==> src/rtl/zx_video_pipe.sv <==
// zx_video_pipe
// Pixel stage feeding the DVI/TMDS serialiser on the 25 MHz pixel clock.
// Renders the 256x192 ZX Spectrum screen doubled to 512x384 and centred in
// the 640x480 raster, with a border colour and FLASH handling.
//
// Ports:
//   clk_pixel    pixel clock
//   reset        synchronous, active-high reset
//   de/hs/vs     active-video flag and syncs from the timing generator
//   hcnt/vcnt    raster counters, 0 = first active pixel / line
//   border       border colour, GRB
//   video_addr   video RAM byte address
//   video_dout   video RAM data, one clock after video_addr
//   rgb          {R,G,B}, registered, one clock after the raster inputs
//   rgb_de/hs/vs timing flags re-aligned to rgb
//   flash_phase  current FLASH inversion state
//
// Optional build macro ZX_SCANLINE_EN: halves every channel on odd
// picture lines (each doubled source row's second line).

module zx_video_pipe #(
  parameter int         X0         = 64,
  parameter int         Y0         = 48,
  parameter logic [7:0] LVL_NORM   = 8'hD7,
  parameter logic [7:0] LVL_BRIGHT = 8'hFF
) (
  input  logic        clk_pixel,
  input  logic        reset,
  input  logic        de,
  input  logic        hs,
  input  logic        vs,
  input  logic [10:0] hcnt,
  input  logic [10:0] vcnt,
  input  logic [2:0]  border,
  output logic [12:0] video_addr,
  input  logic [7:0]  video_dout,
  output logic [23:0] rgb,
  output logic        rgb_de,
  output logic        rgb_hs,
  output logic        rgb_vs,
  output logic        flash_phase
);

  localparam logic [10:0] X0_L  = 11'(X0);
  localparam logic [10:0] X1_L  = 11'(X0 + 512);
  localparam logic [10:0] Y0_L  = 11'(Y0);
  localparam logic [10:0] Y1_L  = 11'(Y0 + 384);
  localparam logic [10:0] FS_L  = 11'(X0 - 16);
  localparam logic [10:0] FE_L  = 11'(X0 + 496);
  localparam logic        X0_ODD = X0_L[0];

  logic [7:0]  bmp_next;
  logic [7:0]  attr_next;
  logic [7:0]  attr_cur;
  logic [7:0]  shift_reg;
  logic [3:0]  frame_cnt;

  logic        in_rows;
  logic        in_pic;
  logic [8:0]  rel_v;
  logic [7:0]  y;
  logic        shift_tick;
  logic        fetch;
  logic [3:0]  phase;
  logic [10:0] hcnt_n;
  logic        fetch_n;
  logic [8:0]  fn_off;
  logic [3:0]  phase_n;
  logic [4:0]  cell_n;
  logic [12:0] bmp_addr;
  logic [12:0] attr_addr;
  logic        frame_start;
  logic        pix_bit;
  logic [2:0]  pix_col;
  logic [7:0]  pix_lvl;
  logic [23:0] rgb_next;

  function automatic logic [23:0] grb_to_rgb(input logic [2:0] grb, input logic [7:0] lvl);
    return {grb[1] ? lvl : 8'h00, grb[2] ? lvl : 8'h00, grb[0] ? lvl : 8'h00};
  endfunction

  assign in_rows = (vcnt >= Y0_L) && (vcnt < Y1_L);
  assign in_pic  = in_rows && (hcnt >= X0_L) && (hcnt < X1_L);
  assign rel_v   = 9'(vcnt - Y0_L);
  assign y       = 8'(rel_v >> 1);

  // Each source pixel lasts two clocks; advance after the second one.
  assign shift_tick = in_pic && (hcnt[0] != X0_ODD);

  assign fetch = in_rows && (hcnt >= FS_L) && (hcnt < FE_L);
  assign phase = 4'(hcnt - FS_L);

  // The address register is loaded one clock ahead so that it already
  // holds the address during the phase-0/phase-2 clocks, which lets the
  // registered RAM return data in time for the phase-1/phase-3 latches.
  assign hcnt_n  = hcnt + 11'd1;
  assign fetch_n = in_rows && (hcnt_n >= FS_L) && (hcnt_n < FE_L);
  assign fn_off  = 9'(hcnt_n - FS_L);
  assign phase_n = fn_off[3:0];
  assign cell_n  = fn_off[8:4];

  assign bmp_addr  = {y[7:6], y[2:0], y[5:3], cell_n};
  assign attr_addr = 13'h1800 + {3'b000, y[7:3], cell_n};

  assign frame_start = (hcnt == 11'd0) && (vcnt == 11'd0);

  assign pix_bit = shift_reg[7] ^ (attr_cur[7] & flash_phase);
  assign pix_col = pix_bit ? attr_cur[2:0] : attr_cur[5:3];
  assign pix_lvl = attr_cur[6] ? LVL_BRIGHT : LVL_NORM;

  always_comb begin
    rgb_next = 24'h000000;
    if (de) begin
      if (in_pic) begin
        rgb_next = grb_to_rgb(pix_col, pix_lvl);
`ifdef ZX_SCANLINE_EN
        if (rel_v[0]) begin
          rgb_next = {1'b0, rgb_next[23:17], 1'b0, rgb_next[15:9], 1'b0, rgb_next[7:1]};
        end
`endif
      end else begin
        rgb_next = grb_to_rgb(border, LVL_NORM);
      end
    end
  end

  always_ff @(posedge clk_pixel) begin
    if (reset) begin
      rgb         <= 24'h000000;
      rgb_de      <= 1'b0;
      rgb_hs      <= 1'b0;
      rgb_vs      <= 1'b0;
      video_addr  <= 13'h0000;
      flash_phase <= 1'b0;
      frame_cnt   <= 4'd0;
      shift_reg   <= 8'h00;
      bmp_next    <= 8'h00;
      attr_next   <= 8'h00;
      attr_cur    <= 8'h00;
    end else begin
      rgb    <= rgb_next;
      rgb_de <= de;
      rgb_hs <= hs;
      rgb_vs <= vs;

      if (fetch_n && (phase_n == 4'd0)) begin
        video_addr <= bmp_addr;
      end else if (fetch_n && (phase_n == 4'd2)) begin
        video_addr <= attr_addr;
      end

      if (fetch && (phase == 4'd1)) begin
        bmp_next <= video_dout;
      end
      if (fetch && (phase == 4'd3)) begin
        attr_next <= video_dout;
      end

      // Phase 15 coincides with an odd picture-relative clock; the load of
      // the next cell must win over the shift.
      if (fetch && (phase == 4'd15)) begin
        shift_reg <= bmp_next;
        attr_cur  <= attr_next;
      end else if (shift_tick) begin
        shift_reg <= {shift_reg[6:0], 1'b0};
      end

      if (frame_start) begin
        frame_cnt <= frame_cnt + 4'd1;
        if (frame_cnt == 4'd15) begin
          flash_phase <= ~flash_phase;
        end
      end
    end
  end

endmodule

==> config.mk <==
export PLATFORM = sky130hd
export DESIGN_NAME = zx_video_pipe
export DESIGN_NICKNAME = d
export VERILOG_FILES = /design/src/rtl/zx_video_pipe.sv
export SDC_FILE = /design/constraint.sdc
export NUM_CORES = 1
export LEC_CHECK = 0
export CORE_UTILIZATION = 35
export CTS_CLUSTER_DIAMETER = 50
export DETAILED_ROUTE_END_ITERATION = 8
export GPL_ROUTABILITY_DRIVEN = 0
export PLACE_DENSITY = 0.69
export SLEW_MARGIN = 20
export SYNTH_ARGS = -nofsm -noshare
export SYNTH_HDL_FRONTEND = slang
export SYNTH_SLANG_ARGS = --single-unit
==> constraint.sdc <==
create_clock -name clk_pixel -period 3.3 [get_ports clk_pixel]
set_input_delay 0.66 -clock clk_pixel [delete_from_list [all_inputs] [get_ports clk_pixel]]
set_output_delay 0.66 -clock clk_pixel [all_outputs]
set_load 0.05 [all_outputs]
==> impl_metrics.env <==
export IMPL_status="complete, no violations"
export IMPL_worstPathArrival_ps=3210
export IMPL_rows=33
export IMPL_dp_cells=502
export IMPL_cp_num_buf_inv=2
export IMPL_async_flop_share_pct=0
export IMPL_grt_pass1_wl_um=12120
export IMPL_top_register="video_addr"
export IMPL_synth_area_um2=3059
export IMPL_syn_to_final_growth_pct=33.95
export IMPL_synth_cell_types=52
export IMPL_max_freq_mhz=338.3
export IMPL_cts_root_buffer="clkbuf_8"
export IMPL_grt_usage_pct=17.53
export IMPL_hold_buffers=0
export IMPL_drv_slew=0
export IMPL_dp_hpwl_um=5644
export IMPL_worst_pin_slew_ps=521.3
export IMPL_post_layout_total_power_mw=1.641
export IMPL_avgSynthCellArea_um2=9.105
export IMPL_slowest_stage="clkdlybuf4s50_1"
export IMPL_reg2reg_slack_ps=1830
export IMPL_cts_resized=0
export IMPL_cp_cell_sequence="clkdlybuf4s50_1, and4_1, nand2_1, xnor2_1, ha_1, nand3_1, nor4_1, a41oi_1, a221o_1, buf_4, a221oi_2"
export IMPL_syn_nets=378
export IMPL_synth_seq_cells=59
export IMPL_reg2reg_depth=4
export IMPL_cts_buffers=9
export IMPL_antennaDiodeCount=0
export IMPL_cts_path_max_buffers=2
export IMPL_wl_per_cell_um=14.63
export IMPL_rsz0062_at_grt="no"
export IMPL_cts_tree="built"
export IMPL_min_delay_start="bmp_next[7]"
export IMPL_grt_antenna_before_repair=0
export IMPL_clk_pin_slew_ps=60
export IMPL_critPathLaunch="hcnt[0]"
export IMPL_synthTopCellsByArea="dfxtp_1, mux2i_1, nand2_1"
export IMPL_critPathTopFamily="compound AO/OA/AOI/OAI gates"
export IMPL_grt_max_degree=35
export IMPL_routed_wirelength_um=7577
export IMPL_die_w_um=95.49
export IMPL_period_minus_slack_ps=2956
export IMPL_drcViolationCount=0
export IMPL_globalRouteOverflowTotal=0
export IMPL_synth_ff_type="dfxtp_1"
export IMPL_crit_type="in -> reg"
export IMPL_relSlewSlack_pct=65.14
export IMPL_finClkSkew_ps=5.272
export IMPL_cp_max_fo=9
export IMPL_setup_viol=0
export IMPL_viasPerCell=5.083
export IMPL_hold_class="reg -> reg"
export IMPL_synth_top_cell_area_share_pct=38.61
export IMPL_crit_required_ps=3560
export IMPL_utilization_pct=49.13
export IMPL_ys_seq_area_share_pct=38.61
export IMPL_p_leak_nw=1.513
export IMPL_insertion_delay_ps=340
export IMPL_syn_instance_count=336
export IMPL_io_pins=79
export IMPL_hold_path_depth=2
export IMPL_drt_iter0_drc=138
export IMPL_max_stage_delay_ps=520
export IMPL_core_area_um2=8341
export IMPL_die_area_um2=9118
export IMPL_min_to="bmp_next[7]"
export IMPL_ir_drop_v=0.0001778
export IMPL_rr_startpoint="flash_phase"
export IMPL_yosysWarnings=0
export IMPL_cap_violations=0
export IMPL_dr_pass1_iters=4
export IMPL_layout_drive_gt1_share_pct=13.32
export IMPL_timing_rr_end="rgb[5]"
export IMPL_finalNonFillerCells=518
export IMPL_synth_top_area_cell="dfxtp_1"
export IMPL_die_h_um=95.49
export IMPL_p_per_area_nw_per_um2=400.4
export IMPL_finalHoldViolCount=0
export IMPL_clkSinkCount=59
export IMPL_cp_start_kind="primary input"
export IMPL_setup_tns_ps=0
export IMPL_num_vias=2633
export IMPL_synth_edf_count=0
export IMPL_end_kind="flip-flop"
export IMPL_period_share_pct=89.57
export IMPL_largest_reg_flops=13
export IMPL_grt_pass1_vias=2569
export IMPL_start_util_pct=36.68
export IMPL_post_cts_buffers=0
export IMPL_portBuffers=78
export IMPL_antenna_left=0
export IMPL_htree_levels=3
export IMPL_synthMostInstantiatedCell="dfxtp_1"
export IMPL_layout_nets=450
export IMPL_ys_top_cells_by_count="dfxtp_1, nand2_1, mux2i_1, buf_4, nand3_1"
[final cells by class]
class | instances | area [µm²]
Clock inverter | 4 | 48.80
Tap cell | 105 | 131.4
Multi-Input combinational cell | 229 | 1605
Sequential cell | 59 | 1181
Inverter | 10 | 37.54
Clock buffer | 12 | 155.1
Fill cell | 784 | 4243
Timing Repair Buffer | 99 | 938.4
[worst register-to-register path: stages (launching register included)]
cell and delay [ps]:
dfxtp_1 370, nand2_1 80, xor2_1 360, mux2i_1 170
nor4b_1 380
[where the power goes]
part	internal, mW	switching [mW]	total (mW)
clock network	0.389	0.286	0.675
logic	0.104	0.142	0.246
registers	0.717	0.00352	0.721
total	1.21	0.431	1.64
[stage by stage]
stage | instance area [µm²] | setup WS [ps] | hold WS, ps
5_1_grt | 4098 | 155.8 | 486.8
4_1_cts | 4098 | 349.7 | 462.4
3_5_place_dp | 3894 | 7.918 | 451.5
2_1_floorplan | 3059 | 540.7 | 434.9
6_report | 4098 | 344.2 | 459.4
3_3_place_gp | 3894 | 98.13 | 448.9
[metal layers]
metal	up-vias	routed length, µm	part of all wire (%)	global-route usage (%)
met2	60	3616	48	29.05
li1	1323	-	-	-
met3	12	307	4.1	2.632
met4	0	172	2.3	9.204
met1	1238	3480	46	21.89
met5	-	0	0	0
[how the worst max path moves through the flow]
stage                endpoint  slack (ps)  depth (start not counted)
2_1_floorplan  video_addr[10]         540                         11
3_3_place_gp    video_addr[8]         100                         11
3_5_place_dp    video_addr[8]           8                         11
4_1_cts         video_addr[8]         350                         11
5_1_grt         video_addr[8]         160                         11
6_report        video_addr[8]         340                         11
[cell usage in the layout (no fill, tap or decap), drive strengths merged, types with 2 or more instances in the layout]
cell,instances
a2111oi,2
a211oi,12
a21oi,16
a221o,2
a221oi,4
a41o,2
and2,5
and4,3
buf,21
clkbuf,12
clkdlybuf4s50,78
clkinv,4
dfxtp,59
ha,4
inv,9
mux2,3
mux2i,31
nand2,44
nand3,18
nand4,3
nor2,10
nor2b,6
nor3,16
nor4,4
nor4b,4
o21a,2
o21ai,10
or3,2
xnor2,7
xor2,6
[cell families (layout without fill, tap and decap cells)]
family	count (synthesis)	in the layout	synth area share (%)
and+or+nand+nor	120	120	21.15
DFF	59	59	38.61
AOI/OAI and AO/OA	58	58	14.72
buffers and inverters	48	125	8.916
muxes	34	34	11.25
xor gates and xnor gates	13	13	3.722
adders and majority gates	4	4	1.636
(Power assumes the default switching activity.)
==> edit 1 (config.mk and constraints unchanged) <==
Build with the macro `ZX_SCANLINE_EN` defined.
--- a/src/rtl/zx_video_pipe.sv
+++ b/src/rtl/zx_video_pipe.sv
@@ -17,6 +17,8 @@
 //
 // Optional build macro ZX_SCANLINE_EN: halves every channel on odd
 // picture lines (each doubled source row's second line).
+
+`define ZX_SCANLINE_EN
 
 module zx_video_pipe #(
   parameter int         X0         = 64,
Check against the original RTL: not equivalent (a bounded check fails within 4 cycles, from zero or initial values and one cycle with reset high).
==> edit 1 against the unedited design <==
Via count up 2.8%; sequential cell count increased by 6; non-clock buffer count up 3; area after synthesis increased by 4.2%; maximum frequency shrank 3.9%; wire length is 2.5% lower; worst setup slack lost 0.12 ns; total power grew 8.3%; final area up 4.9%.
==> edit 1: results (changes against the unedited design) <==
[outcome]
outcome=complete, no violations  ; unchanged

[setup_path]
r2r.worst_path.cells=5  ; was 4
r2r_end=rgb[15]$_SDFF_PP0_  ; was rgb[5]$_SDFF_PP0_
cp_max_fo=6  ; was 9
cp.arrival_ns=3.29  ; was 3.21 ns
cpPeakStageDelay_ns=0.55  ; was 0.52 ns
rrSetupSlack_ns=1.66  ; was 1.83 ns
setup.worst_path.start=hcnt[2]  ; was hcnt[0]

[logic_synthesis]
synth_cell_type_count=55  ; was 52
yosysSeqAreaShare=0.408  ; was 0.386
muxShareOfSynthArea=0.130  ; was 0.112
synthesis.nets=380  ; was 378
synth_xor_area_frac=0.0412  ; was 0.0372
synth_fa_ha_area_frac=0.0157  ; was 0.0164
synth_area_per_cell_um2=9.43  ; was 9.10 um^2
ys_top_cells_by_area=dfxtp_1 41%, mux2i_1 12%, nor2_1 3.8%  ; was dfxtp_1 39%, mux2i_1 10%, nand2_1 5.4%
synth_compound_area_frac=0.128  ; was 0.147
synth.top_cells.by_count=65 x dfxtp_1, 38 x mux2i_1, 32 x nor2_1  ; was 59 x dfxtp_1, 44 x nand2_1, 31 x mux2i_1

[drt]
drtIter0Drc=87  ; was 138
vias=2708  ; was 2633
routed_wl_mm=7.39  ; was 7.58 mm
dr_wl_met3_um=429  ; was 307 um
wl_met2_mm=3.38  ; was 3.62 mm

[grt]
met1_usage=0.202  ; was 0.219
grt_max_degree=38  ; was 35
grt_pass1_vias=2645  ; was 2569
grtUsageTotal=0.163  ; was 0.175
grt_pass1_wl_mm=12.4  ; was 12.1 mm
grtUsageMet3=0.0568  ; was 0.0263
met2_usage=0.264  ; was 0.290

[place]
dpl.cell_count=519  ; was 502
dpl-instance-area_um2=4080  ; was 3890 um^2
dp_slack_ns=-0.130  ; was 0.00792 ns
dpl.hpwl_mm=5.58  ; was 5.64 mm

[final_layout]
finalNonFillerCells=533  ; was 518
fill_cells=809  ; was 784
nets=464  ; was 450
drive_gt1_frac=0.132  ; was 0.133

[power_and_ir_drop]
vdd_drop_max_v=0.000186  ; was 0.000178 V
p_leak_nw=1.69  ; was 1.51 nW

[sta]
fmax_mhz=325  ; was 338 MHz

==> edit 1: cell count changes in the layout (fill, tap and decap cells not counted), sizes merged, moves of 6 or more <==
cell / before / now
nor2: 10 / 32
or3: 2 / 9
dfxtp: 59 / 65
nand2: 44 / 26
nor3: 16 / 9
a211oi: 12 / 1
nor4: 4 / 10
nand3: 18 / 8
mux2i: 31 / 38
o21ai: 10 / 16
==> edit 1: area by class of cell <==
type	count	area (um^2)	area share
multi-input combinational	236	1640	0.382
sequential	65	1300	0.303
timing repair buffer	102	973	0.226
clock buffer	11	151	0.0352
tap	108	135	0.0314
clock inverter	3	65.1	0.0151
inverter	8	30.0	0.00699
==> edit 1: worst min-delay path by stage <==
stage,from,end,slack [ns],cells after the start
floorplan,bmp_next[0]$_SDFFE_PP0P_,shift_reg[0]$_SDFFE_PP0P_,0.44,2
global placement,video_addr[3]$_SDFFE_PP0P_,video_addr[3]$_SDFFE_PP0P_,0.45,2
detailed placement,video_addr[3]$_SDFFE_PP0P_,video_addr[3]$_SDFFE_PP0P_,0.45,2
CTS,video_addr[3]$_SDFFE_PP0P_,video_addr[3]$_SDFFE_PP0P_,0.46,2
global route,video_addr[4]$_SDFFE_PP0P_,video_addr[4]$_SDFFE_PP0P_,0.48,2
finish,video_addr[3]$_SDFFE_PP0P_,video_addr[3]$_SDFFE_PP0P_,0.47,2
==> edit 1: power breakdown <==
group | internal [mW] | switching, mW
registers | 0.792 | 0.00345
logic | 0.103 | 0.134
clock network | 0.457 | 0.287
total | 1.35 | 0.424
==> edit 1: critical path: cells and delay by family <==
kind | cells | cell delay (ns)
AOI/OAI and AO/OA | 2 | 0.47
muxes | 1 | 0.11
xor gates and xnor gates | 1 | 0.14
and+or+nand+nor | 4 | 0.97
buffers and inverters | 2 | 0.75
adders and majority gates | 1 | 0.18
==> edit 2 (config.mk and constraints unchanged) <==
Made on the original files. Remove the register `rgb_hs`: a continuous assignment takes its place, so the output `rgb_hs` follows one clock earlier.
--- a/src/rtl/zx_video_pipe.sv
+++ b/src/rtl/zx_video_pipe.sv
@@ -128,7 +128,6 @@
     if (reset) begin
       rgb         <= 24'h000000;
       rgb_de      <= 1'b0;
-      rgb_hs      <= 1'b0;
       rgb_vs      <= 1'b0;
       video_addr  <= 13'h0000;
       flash_phase <= 1'b0;
@@ -140,7 +139,6 @@
     end else begin
       rgb    <= rgb_next;
       rgb_de <= de;
-      rgb_hs <= hs;
       rgb_vs <= vs;
 
       if (fetch_n && (phase_n == 4'd0)) begin
@@ -174,5 +172,7 @@
     end
   end
 
+  assign rgb_hs = hs;
+
 endmodule
 
Function: changed (Yosys sat finds a counterexample within 4 cycles, from zero or initial values and one cycle with reset high).
==> edit 2 against the unedited design <==
Area after synthesis increased by 0.74%; total power down 1.5%; synthesized cell count up 3.6%; sequential cell count down 1; largest cell class unchanged; final area up 0.31%; global-route usage is 1.4 points higher; worst setup slack better by 0.0080 ns; wire length grew 8.5%; sequential power fell by 2%; largest power group unchanged; sequential share of layout area down 0.57 points; register-to-register slack gained 0.06 ns.
==> edit 2: results (changes against the unedited design) <==
[outcome]
outcome=complete, no violations  ; unchanged

[sta]
finalClockSkew_ns=0.00847  ; was 0.00527 ns
maxSlewHeadroom=0.490  ; was 0.651

[final_layout]
nets=462  ; was 450
fill_cells=800  ; was 784
drive_gt1_frac=0.155  ; was 0.133

[grt]
grtUsageMet3=0.0363  ; was 0.0263
met2_usage=0.298  ; was 0.290
met1_usage=0.250  ; was 0.219
grt_max_degree=36  ; was 35
grtUsageTotal=0.190  ; was 0.175
grt_pass1_wl_mm=13.2  ; was 12.1 mm

[setup_path]
cpPeakStageDelay_ns=0.55  ; was 0.52 ns
cp.arrival_ns=3.19  ; was 3.21 ns
crit_family=buffers and inverters  ; was compound AO/OA/AOI/OAI gates

[place]
dpl.cell_count=514  ; was 502
dp_slack_ns=0.00362  ; was 0.00792 ns
dpl.hpwl_mm=6.05  ; was 5.64 mm
dpl-instance-area_um2=3920  ; was 3890 um^2
io_buffers=76  ; was 78

[power_and_ir_drop]
vdd_drop_max_v=0.000151  ; was 0.000178 V
p_leak_nw=1.49  ; was 1.51 nW
sw_frac_of_total=0.273  ; was 0.263

[logic_synthesis]
synthesis.nets=390  ; was 378
ys_top_cells_by_area=dfxtp_1 38%, a21oi_1 5.4%, nand3_1 5.0%  ; was dfxtp_1 39%, mux2i_1 10%, nand2_1 5.4%
synthCells=348  ; was 336
synth.top_cells.by_count=58 x dfxtp_1, 33 x a21oi_1, 31 x nand3_1  ; was 59 x dfxtp_1, 44 x nand2_1, 31 x mux2i_1
synth_cell_type_count=56  ; was 52
synth_ff_type=dfxtp_1  ; unchanged
yosysSeqAreaShare=0.377  ; was 0.386

[drt]
wl_met2_mm=3.83  ; was 3.62 mm
routed_wl_mm=8.22  ; was 7.58 mm
dr_wl_met3_um=438  ; was 307 um
wl_per_cell_um=15.5  ; was 14.6 um
highest_layer=met4  ; unchanged
drt-met1-wl_mm=3.78  ; was 3.48 mm
vias=2857  ; was 2633

[clock_tree]
cts_buffers=9  ; unchanged

[edit 2: changes by cell type after synthesis, moves of 7 or more]
cell	unedited run	this run
nand2_1	44	21
o21ai_0	9	29
nand3_1	16	31
mux2i_1	31	7
a221o_2	0	7
a211oi_1	11	0
a21oi_1	15	33
[edit 2: kinds of logic (layout without fill, tap and decap cells)]
group,after synthesis,in the layout,share of synthesized area
AO/OA/AOI/OAI,103,103,0.235
XOR/XNOR,13,13,0.0369
adder cells (fa/ha/maj),4,4,0.0162
buffers and inverters,50,127,0.0946
flip-flops,58,58,0.377
multiplexers,8,8,0.0264
AND/OR/NAND/NOR,112,112,0.214
[edit 2: final timing paths]
kind                             startpoint                           to  slack, ns  depth (start not counted)
setup / recovery                    hcnt[2]  video_addr[12]$_SDFFE_PP0P_       0.35                         12
setup reg to reg   flash_phase$_SDFFE_PP0P_           rgb[22]$_SDFF_PP0_       1.89                          4
hold / removal    attr_next[7]$_SDFFE_PP0P_     attr_cur[7]$_SDFFE_PP0P_       0.46                          2
hold reg to reg   attr_next[7]$_SDFFE_PP0P_     attr_cur[7]$_SDFFE_PP0P_       0.46                          2
[edit 2: power by group through the flow]
stage,sequential [mW],combinational (mW),clock [mW]
final,0.708,0.251,0.657
after global routing,0.708,0.267,0.703
after CTS,0.708,0.250,0.664
after detailed placement,0.724,0.249,0
after global placement,0.724,0.246,0
after floorplan,0.738,0.137,0
[edit 2: layout make-up]
class                           count  area (um^2)  share of cell area
Clock buffer                       11          141              0.0344
Clock inverter                      5         53.8              0.0131
Inverter                            8         30.0             0.00731
Multi-Input combinational cell    240         1630               0.396
Sequential cell                    58         1160               0.282
Tap cell                          105          131              0.0320
Timing Repair Buffer              103          963               0.234
